$ cat src/rtl/obstacle_detector_n.sv
// N-channel proximity obstacle detector: per-channel synchroniser, debounce,
// edge pulses and sticky flags, plus a masked lowest-index-first summary.
module obstacle_detector_n #(
    parameter int CH         = 4,
    parameter int DEB_CYCLES = 4,
    parameter int IDXW       = (CH > 1) ? $clog2(CH) : 1
) (
    input  logic            clk,
    input  logic            rst_n,
    input  logic [CH-1:0]   det_in,
    input  logic [CH-1:0]   mask,
    input  logic [CH-1:0]   clr,
    output logic [CH-1:0]   level,
    output logic [CH-1:0]   rise,
    output logic [CH-1:0]   fall,
    output logic [CH-1:0]   sticky,
    output logic            any,
    output logic            first_vld,
    output logic [IDXW-1:0] first_idx
);

    localparam int CW = (DEB_CYCLES > 1) ? $clog2(DEB_CYCLES) : 1;
    localparam logic [CW-1:0] CNT_MAX = CW'(DEB_CYCLES - 1);

    genvar gi;
    generate
        for (gi = 0; gi < CH; gi++) begin : g_ch
            logic          s1_reg;
            logic          s2_reg;
            logic          level_reg;
            logic          rise_reg;
            logic          fall_reg;
            logic          sticky_reg;
            logic [CW-1:0] cnt_reg;
            logic          flip;

            // The level flips on the edge where the disagreement has already
            // persisted for DEB_CYCLES-1 counted cycles.
            assign flip = (s2_reg != level_reg) && (cnt_reg == CNT_MAX);

            always_ff @(posedge clk) begin
                if (!rst_n) begin
                    s1_reg     <= 1'b0;
                    s2_reg     <= 1'b0;
                    cnt_reg    <= '0;
                    level_reg  <= 1'b0;
                    rise_reg   <= 1'b0;
                    fall_reg   <= 1'b0;
                    sticky_reg <= 1'b0;
                end else begin
                    s1_reg <= det_in[gi];
                    s2_reg <= s1_reg;

                    if (s2_reg == level_reg) begin
                        cnt_reg <= '0;
                    end else if (flip) begin
                        level_reg <= s2_reg;
                        cnt_reg   <= '0;
                    end else begin
                        cnt_reg <= cnt_reg + CW'(1);
                    end

                    rise_reg <= flip &  s2_reg & ~mask[gi];
                    fall_reg <= flip & ~s2_reg & ~mask[gi];

                    // Set from the visible rise pulse so a clear issued while
                    // the pulse is showing cannot swallow the event.
                    sticky_reg <= rise_reg | (sticky_reg & ~clr[gi]);
                end
            end

            assign level[gi]  = level_reg;
            assign rise[gi]   = rise_reg;
            assign fall[gi]   = fall_reg;
            assign sticky[gi] = sticky_reg;
        end
    endgenerate

    logic [CH-1:0] active;
    assign active    = level & ~mask;
    assign any       = |active;
    assign first_vld = any;

    always_comb begin
        first_idx = '0;
        for (int i = CH - 1; i >= 0; i--) begin
            if (active[i]) begin
                first_idx = IDXW'(i);
            end
        end
    end

endmodule
$ cat config.mk
export PLATFORM = sky130hd
export DESIGN_NAME = obstacle_detector_n
export DESIGN_NICKNAME = d
export VERILOG_FILES = /design/src/rtl/obstacle_detector_n.sv
export SDC_FILE = /design/constraint.sdc
export NUM_CORES = 1
export LEC_CHECK = 0
export CELL_PAD_IN_SITES_DETAIL_PLACEMENT = 1
export CELL_PAD_IN_SITES_GLOBAL_PLACEMENT = 1
export CORE_MARGIN = 10
export CORE_UTILIZATION = 39
export DETAILED_ROUTE_END_ITERATION = 10
export PLACE_DENSITY = 0.88
export SLEW_MARGIN = 20
export SYNTH_ARGS = -nofsm -noshare
export SYNTH_HDL_FRONTEND = slang
export SYNTH_SLANG_ARGS = --single-unit
export TNS_END_PERCENT = 30
$ cat constraint.sdc
create_clock -name clk -period 1.9 [get_ports clk]
set_clock_uncertainty 0.15 [all_clocks]
set_input_delay 0.38 -clock clk [delete_from_list [all_inputs] [get_ports clk]]
set_output_delay 0.38 -clock clk [all_outputs]
set_load 0.02 [all_outputs]
## After elaboration in Yosys (flattened, before gate mapping)

Index checks and enable logic that the tools add are counted.

| word-level totals | value |
|---|---|
| register bits after elaboration | 32 |
| bits of input ports | 14 |
| output and inout port bits | 20 |
| word-level logic and storage cells | 104 |

| cells by class | value |
|---|---|
| add/sub/neg operators | 4 |
| equality and inequality tests | 12 |
| mux-type cells | 4 |
| bitwise logic cells | 43 |
| reductions and logical operators | 13 |

Operator list:

| cell | number |
|---|---|
| $and A1 B1 Y1 | 20 |
| $not A1 Y1 | 17 |
| $reduce_or A3 Y1 | 4 |
| $add A2 B1 Y2 const B | 4 |
| $eq A2 B2 Y1 const B | 4 |
| $mux W2 | 4 |
| $reduce_and A2 Y1 | 4 |
| $and A4 B4 Y4 | 1 |
| $eq A1 B1 Y1 | 4 |
| $logic_and A1 B1 Y1 | 4 |
| $ne A1 B1 Y1 | 4 |
| $not A4 Y4 | 1 |
| $or A1 B1 Y1 | 4 |
| $reduce_or A4 Y1 | 1 |

## Longest topological paths before layout

| logic depth | value |
|---|---|
| depth in word-level cells | 6 |
| gate-level depth with buffers | 4 |

## Worst setup path before layout

OpenSTA, ideal clock, no wires.

| timing path | value |
|---|---|
| path type | register -> output |
| start | register g_ch[3].level_reg |
| end | output port first_idx[1] |
| arrival | 1.077 ns |
| required time | 1.370 ns |
| path slack | 0.293 ns |
| stages on the path, launching flop included | 4 |
| cell sequence | dfxtp_1 > nor2b_1 > a21oi_1 > nor3_1 |

| on the way | value |
|---|---|
| word-level cells in the longest chain between the ends | 5 |

RTL lines:

| item | RTL line | RTL |
|---|---|---|
| start, declared | 30 | `logic level_reg;` |
| start signal, assigned | 57 | `level_reg <= s2_reg;` |
| $and A4 B4 Y4 | 80 | `assign active = level & ~mask;` |
| $mux W2 (4 in series) | 87 | `if (active[i]) begin` |
| end, declared | 19 | `output logic [IDXW-1:0] first_idx` |

No other way between the ends.

## Worst setup path after layout

| timing path | value |
|---|---|
| start | input port mask[2] |
| end | output port first_idx[0] |

| on the way | value |
|---|---|
| word-level cells in the longest chain between the ends | 5 |

RTL lines:

| item | RTL line | RTL |
|---|---|---|
| start, declared | 11 | `input logic [CH-1:0] mask,` |
| $not A4 Y4 | 80 |  |
| $and A4 B4 Y4 | 80 |  |
| $mux W2 (3 in series) | 87 |  |

No other way between the ends.

==> run_results.csv <==
group,metric,value,unit
run_status,status,"finished clean",
global_route,overflow,0,
power,clkPwrFrac,0.306,
place,post-place-ws,-499,ps
power,power.leakage,0.712,nW
detailed_routing,drc,0,
finish,layout_commonest_cell,"dfxtp_1",
finish,fillers,346,
worst_setup_path,slowest_delay,440,ps
detailed_routing,num_vias,868,
place,port_buffers,33,
yosys,postSynthCellCount,115,
yosys,syn_avg_cell_area,11.0,µm²
floorplanning,die_h,76.9,µm
timing,min_period,1890,ps
clocking,cts_buffers,5,
timing,relSlewSlack,0.839,
finish,drive_above_1_share,0.180,
finish,nets,159,
worst_setup_path,path_delay_family,"buffers and inverters",
worst_setup_path,path_depth,5,
worst_setup_path,critPathBufInv,2,
floorplanning,initial_core_util,0.411,
power,finalPower,1.07,mW
clocking,clk_pin_slew,80,ps
timing,setup_violations,0,
timing,worst_pin_slew,240,ps
yosys,ys_warn_count,0,
worst_setup_path,crit_fanout,2,
worst_setup_path,cp-end-kind,"primary output",
clocking,clk_latency,330,ps
timing,setup_ws,14.6,ps
min_path,min_path_cells,3,
yosys,seq_area_frac_synth,0.507,
finish,diodes,0,
worst_setup_path,arrival,1360,ps
yosys,ys_types,22,
yosys,synth.net_count,133,
timing,hold_violations,0,
power,switchingPower,230,µW
global_route,grt_max_degree,29,
floorplanning,rows,20,
yosys,ys_ff_latch,32,
timing,rsz0062_at_grt,"true",
place,dp_cells,178,
yosys,synth_area,1260,µm²
finish,fin_cells,183,
floorplanning,core_area,3080,µm²
timing,fmax,530,MHz
worst_setup_path,cpMaxStageDelayCell,"clkdlybuf4s50_1",
power,cellPowerDensity,651,nW/µm²
finish,area_growth,30.6,%
power,p_comb_frac,0.056,
detailed_routing,wl_per_cell,14.3,µm
detailed_routing,vias_per_cell,4.74,
global_route,grt_pass1_wl,4400,µm
worst_setup_path,worstRegToRegCells,3,
clocking,cts_tree,"built",
worst_setup_path,crit_chain,"clkdlybuf4s50_1 -> nand2b_4 -> a21oi_2 -> nor2_1 -> buf_4",
timing,report.final.slew_viol_count,0,
power,p_int,844,µW
clocking,clockBufferDepth,2,
finish,largest_reg_flops,8,
detailed_routing,drt_pass1_iterations,2,
timing,fin_crit_sh,0.992,
finish,final_util,0.536,
worst_setup_path,critPathLaunchType,"input port",
place,gp_congestion,0.718,
power,peakVddDrop,0.000346,V
finish,final_cell_mix,"dfxtp_1 (31), clkdlybuf4s50_1 (22), and2_1 (8), nor2b_1 (8), nor3b_1 (8)",
power,pwr-share-seq,0.639,
detailed_routing,ant_nets,0,
detailed_routing,wl,2610,µm
detailed_routing,dr.first_iter.drc_count,36,
place,hpwl,1910,µm
flow_run,cap_viol_max_count,0,
global_route,first_global_vias,891,
floorplanning,die_w,76.9,µm
worst_setup_path,required,1370,ps
global_route,grt_use_total,0.0925,
global_route,antenna_found_initial,0,
floorplanning,dieArea,5920,µm²
clocking,clkSinkCount,32,
clocking,cts_setup_buffers,0,
floorplanning,boundaryPins,34,
clocking,htree_levels,2,
worst_setup_path,crit_type,"in2out",
min_path,hp-class,"in2reg",
clocking,cts_root_buffer,"clkbuf_4",
power,p_sw_frac,0.214,
power groups by stage:
stage / combinational [mW] / sequential (mW) / clock, mW
global placement: 0.0561 / 0.702 / 0
detailed placement: 0.0581 / 0.702 / 0
CTS: 0.0590 / 0.687 / 0.347
global route: 0.0663 / 0.688 / 0.376
floorplan: 0.0215 / 0.701 / 0
finish: 0.0597 / 0.686 / 0.329
Yosys cell counts:
cell type	instances	area (µm²)
nand2b_1	1	6.26
nor3b_1	8	60.1
clkbuf_2	2	10.0
and4bb_1	1	12.5
nand2_1	1	3.75
nand3_1	1	5.00
ha_1	4	50.1
and2_1	8	50.1
a21oi_1	2	10.0
nor4bb_1	3	30.0
dfxtp_1	32	641
buf_2	1	5.00
inv_1	1	3.75
nor2b_1	11	68.8
o21a_1	4	30.0
nor3_1	1	5.00
nor2_1	2	7.51
nand3b_1	3	22.5
mux2i_1	4	40.0
xor2_1	4	35.0
and4b_1	4	40.0
buf_4	17	128
final timing paths:
path | startpoint | endpoint | slack, ps
worst max-delay path | mask[2] | first_idx[0] | 10
worst min-delay path | mask[0] | g_ch[0].fall_reg | 280
worst max register to register | g_ch[1].cnt_reg[0] | g_ch[1].fall_reg | 750
worst min register to register | g_ch[3].cnt_reg[0] | g_ch[3].cnt_reg[0] | 280
area by class of cell:
| type | instances | area, µm² | area share |
|---|---|---|---|
| Multi-Input combinational cell | 62 | 524 | 0.318 |
| Inverter | 1 | 3.75 | 0.00227 |
| Timing Repair Buffer | 39 | 388 | 0.235 |
| Clock buffer | 5 | 37.5 | 0.0227 |
| Sequential cell | 32 | 642 | 0.389 |
| Tap cell | 44 | 55.1 | 0.0334 |
worst reg2reg max path, cell delays in order (launching register included):
cell and delay (ps):
dfxtp_1 340, ha_1 230, nand3b_1 120, nor3b_1 220
per-layer routing:
layer,vias up,GRT usage,share of wire
li1,423,-,-
met1,408,0.0937,0.38
met2,29,0.146,0.50
met3,8,0.0618,0.096
met4,0,0.0390,0.027
met5,-,0,0
per-stage QoR:
| step | TNS (ps) | cell area (µm²) | hold WS, ps |
|---|---|---|---|
| floorplan | 0 | 1260 | 255 |
| global placement | -1770 | 1560 | 262 |
| detailed placement | -1880 | 1560 | 270 |
| CTS | -63.8 | 1600 | 288 |
| global route | -63.2 | 1650 | 272 |
| finish | 0 | 1650 | 277 |
cell families (layout without fill, tap and decap cells):
family / Yosys count / in the layout / share of synthesized area
AND/OR/NAND/NOR: 44 / 44 / 0.247
flip-flops: 32 / 32 / 0.507
buffers and inverters: 21 / 45 / 0.116
AO/OA/AOI/OAI: 6 / 6 / 0.0317
adder cells (fa/ha/maj): 4 / 4 / 0.0396
XOR/XNOR: 4 / 4 / 0.0277
multiplexers: 4 / 4 / 0.0317
what timing repair did:
item	4_1_cts	5_1_grt
pin swaps	0	2
gates resized for setup	25	18
gates cloned	0	0
setup endpoints to repair	8	4
hold buffers	0	0
Note: power is estimated with default switching activity, not from simulation.
==> RTL change 1 (same settings) <==
Set the parameter `CH` to 8 (it was 4).
--- a/src/rtl/obstacle_detector_n.sv
+++ b/src/rtl/obstacle_detector_n.sv
@@ -2,5 +2,5 @@
 // edge pulses and sticky flags, plus a masked lowest-index-first summary.
 module obstacle_detector_n #(
-    parameter int CH         = 4,
+    parameter int CH         = 8,
     parameter int DEB_CYCLES = 4,
     parameter int IDXW       = (CH > 1) ? $clog2(CH) : 1
Ports: changed (8 resized); port bits go from 34 to 63. No check against the original RTL was run, so the function may have changed too.
==> RTL change 1 against the unedited design <==
- the flow now finishes with violations (setup timing)
- total power rose to 2.6 times the old value
- die area rose by 74%
- sequential cell count rose by 32
- non-clock buffer count rose by 39
- routed wire length rose by 110%
- worst setup slack got worse by 140 ps
- synthesized area rose by 110%
- cell area rose by 110%
- combinational power rose by 81%
- sequential power rose by 100%
==> RTL change 1: results (changes against the unedited design) <==
| Metric | Value |
|---|---|
| Status | complete, but fails checks (was finished clean) |
| Failing checks | setup timing |
| Met1 Resource Use GR | 12.2% (was 9.37%) |
| Nets | 315 (was 159) |
| Crit-path leading delay family | simple AND/OR/NAND/NOR gates (was buffers and inverters) |
| Worst path slowest cell | dfxtp_2 (was clkdlybuf4s50_1) |
| Net Count, Synth | 265 (was 133) |
| TritonCTS buffer count | 9 (was 5) |
| Initial DRC Count | 43 (was 36) |
| # fillers | 688 (was 346) |
| Net Sw Frac | 19.2% (was 21.4%) |
| Post-DP Area | 0.00314 mm² (was 0.00156 mm²) |
| Final setup vio count | 5 (was 0) |
| Class of the tightest hold or removal check | flop to flop (was input pin to flop) |
| Via count | 1720 (was 868) |
| Top post-synthesis cells by count | dfxtp_1, buf_4, nor2b_1 (unchanged) |
| Port-buffer cells | 62 (was 33) |
| H-tree levels | 3 (was 2) |
| Setup slack after layout | -127 ps (was 14.6 ps) |
| Placement Setup Slack | -712 ps (was -499 ps) |
| Worst-margin pin slew | 262 ps (was 240 ps) |
| DP HPWL | 4110 µm (was 1910 µm) |
| R2R Path End | g_ch[7].rise_reg (was g_ch[1].fall_reg) |
| Share of post-route cells with drive strength above 1 | 16.8% (was 18.0%) |
| Slowest stage delay, CP | 320 ps (was 440 ps) |
| Drt first pass iters | 6 (was 2) |
| Peak VDD IR | 565 µV (was 346 µV) |
| First-pass GRT wire length | 8850 µm (was 4400 µm) |
| Synth area leaders | dfxtp_1, buf_4, nor2b_1 (unchanged) |
-- RTL change 1: worst min-delay path by stage --
stage | startpoint | endpoint | slack, ps | cells after the start
floorplan | g_ch[1].cnt_reg[0] | g_ch[1].cnt_reg[0] | 260 | 1
finish | g_ch[1].cnt_reg[0] | g_ch[1].cnt_reg[0] | 280 | 1
global route | g_ch[3].cnt_reg[0] | g_ch[3].cnt_reg[0] | 290 | 1
global placement | g_ch[1].cnt_reg[0] | g_ch[1].cnt_reg[0] | 260 | 1
detailed placement | g_ch[1].s1_reg | g_ch[1].s2_reg | 270 | 1
CTS | g_ch[4].cnt_reg[0] | g_ch[4].cnt_reg[0] | 280 | 1
-- RTL change 1: area by class of cell --
class	instances	area [µm²]	share of cell area, %
tap	77	96.3	2.85
sequential	64	1280	37.9
clock buffer	15	206	6.10
inverter	2	7.51	0.222
clock inverter	1	30.0	0.887
timing repair buffer	78	717	21.2
multi-input combinational	126	1040	30.8
-- RTL change 1: kinds of logic after synthesis --
family | Yosys count | synth area share, %
and+or+nand+nor | 89 | 25.9
muxes | 8 | 3.09
adders and majority gates | 8 | 3.86
xor gates and xnor gates | 8 | 2.70
AOI/OAI and AO/OA | 13 | 3.81
buffers and inverters | 41 | 11.2
DFF | 64 | 49.4
-- RTL change 1: layer usage --
metal	part of all wire (%)	up-vias
li1	-	858
met1	44	809
met2	49	44
met3	5.3	9
met4	1.8	0
met5	0	-
-- RTL change 1: power by group through the flow --
| stage | clock [mW] | combinational, mW | sequential [mW] |
|---|---|---|---|
| floorplan | 0 | 0.0465 | 1.40 |
| detailed placement | 0 | 0.112 | 1.41 |
| finish | 1.31 | 0.108 | 1.37 |
| CTS | 1.35 | 0.110 | 1.37 |
| global route | 1.40 | 0.119 | 1.38 |
| global placement | 0 | 0.108 | 1.40 |
==> RTL change 2 (same settings) <==
Without the edit above. Register the output `rise` once more, with the module's reset; this adds one clock of latency there. The other outputs are not delayed to match.
--- a/src/rtl/obstacle_detector_n.sv
+++ b/src/rtl/obstacle_detector_n.sv
@@ -22,4 +22,6 @@
     localparam int CW = (DEB_CYCLES > 1) ? $clog2(DEB_CYCLES) : 1;
     localparam logic [CW-1:0] CNT_MAX = CW'(DEB_CYCLES - 1);
+
+    logic [CH-1:0] rise_d;
 
     genvar gi;
@@ -71,5 +73,5 @@
 
             assign level[gi]  = level_reg;
-            assign rise[gi]   = rise_reg;
+            assign rise_d[gi]   = rise_reg;
             assign fall[gi]   = fall_reg;
             assign sticky[gi] = sticky_reg;
@@ -91,3 +93,11 @@
     end
 
+    always_ff @(posedge clk) begin
+        if (!rst_n) begin
+            rise <= '0;
+        end else begin
+            rise <= rise_d;
+        end
+    end
+
 endmodule
Check against the original RTL: not equivalent (Yosys sat finds a counterexample within 10 cycles, from zero or initial values and one cycle with rst_n low).
==> RTL change 2 against the unedited design <==
- sequential cell count rose by 4
- register-to-register slack got worse by 70 ps
- worst setup slack improved by 2.3 ps
- final cell count rose by 7.1%
- synthesized cell count up 3.5%
- synthesized area is 7.9% higher
- count of clock-buffer cells in the layout did not move
- cell area increased by 6.5%
- largest cell class unchanged
- critical path type unchanged
- routed wire length up 14%
- total power grew 15%
==> RTL change 2: results (changes against the unedited design) <==
| Metric | Value |
|---|---|
| First-pass GRT wire length | 4740 µm (was 4400 µm) |
| Share of post-route cells with drive strength above 1 | 19.3% (was 18.0%) |
| Syn avg cell area | 11.5 µm² (was 11.0 µm²) |
| Nets | 167 (was 159) |
| Cells after DPL | 188 (was 178) |
| Initial DRC Count | 49 (was 36) |
| Largest net degree at the start of global routing | 33 (was 29) |
| Synth Area in XOR/XNOR | 2.57% (was 2.77%) |
| Sequential share of the synthesized area | 52.8% (was 50.7%) |
| Placer congestion estimate | 0.787 (was 0.718) |
| Status | finished clean (unchanged) |
| Synth area leaders | dfxtp_1, buf_4, and2_1 (was dfxtp_1, buf_4, nor2b_1) |
| Worst-path clk slew | 110 ps (was 80 ps) |
| Peak VDD IR | 556 µV (was 346 µV) |
| Met2 Wirelength | 1570 µm (was 1300 µm) |
| Slowest stage delay, CP | 480 ps (was 440 ps) |
| Net Count, Synth | 137 (was 133) |
| Post-DP Area | 0.00170 mm² (was 0.00156 mm²) |
| Placement Setup Slack | -547 ps (was -499 ps) |
| WL met1 | 1220 µm (was 988 µm) |
| Routed wire per std cell | 15.2 µm (was 14.3 µm) |
| Drt first pass iters | 4 (was 2) |
| DP HPWL | 2260 µm (was 1910 µm) |
| Synth Area in Adders | 3.67% (was 3.96%) |
| Total GRT Usage | 9.82% (was 9.25%) |
| Vias per std cell | 4.58 (was 4.74) |
==> RTL change 2: cell count changes after synthesis, moves of 2 or more <==
cell	unedited run	this run
and2_1	8	12
dfxtp_1	32	36
and4bb_2	0	3
buf_4	17	14
nor4bb_1	3	0
clkbuf_1	0	2
clkbuf_2	2	0
nor3b_1	8	6
nor3b_2	0	2
==> RTL change 2: logic make-up (layout without fill, tap and decap cells) <==
group                      Yosys count  count (layout)
and+or+nand+nor                     48              48
DFF                                 36              36
buffers and inverters               17              48
AOI/OAI and AO/OA                    6               6
adders and majority gates            4               4
xor gates and xnor gates             4               4
muxes                                4               4
==> RTL change 2: layout make-up <==
class | instances | share of cell area, %
clock inverters | 3 | 1.07
well taps | 46 | 3.27
clock buffers | 5 | 2.14
repair buffers | 39 | 21.4
multi-input cells | 66 | 30.9
flip-flops and latches | 36 | 41.0
inverters | 1 | 0.214
==> RTL change 2: path summary, 6_finish.rpt <==
kind	start	slack [ps]	end	depth (start not counted)
setup / recovery	mask[2]	20	any	5
hold reg to reg	g_ch[0].cnt_reg[0]	290	g_ch[0].cnt_reg[0]	1
setup reg to reg	g_ch[0].cnt_reg[0]	680	g_ch[0].rise_reg	3
hold / removal	mask[0]	290	g_ch[0].fall_reg	3
==> RTL change 2: where the power goes <==
group	leakage, nW	internal (mW)	switching, mW
registers	0.292	0.765	0.00608
clock network	0.0349	0.142	0.263
logic	0.464	0.0396	0.0200
total	0.791	0.946	0.290
==> RTL change 2: timing repair <==
action / CTS / global route
pin swaps: 0 / 0
resized for setup: 27 / 6
setup endpoints to repair: 8 / 6
==> RTL change 2: per-layer routing <==
layer,up-vias,global-route usage (%)
li1,446,-
met1,429,9.37
met2,15,17.7
met3,8,3.38
met4,0,6.09
met5,-,0
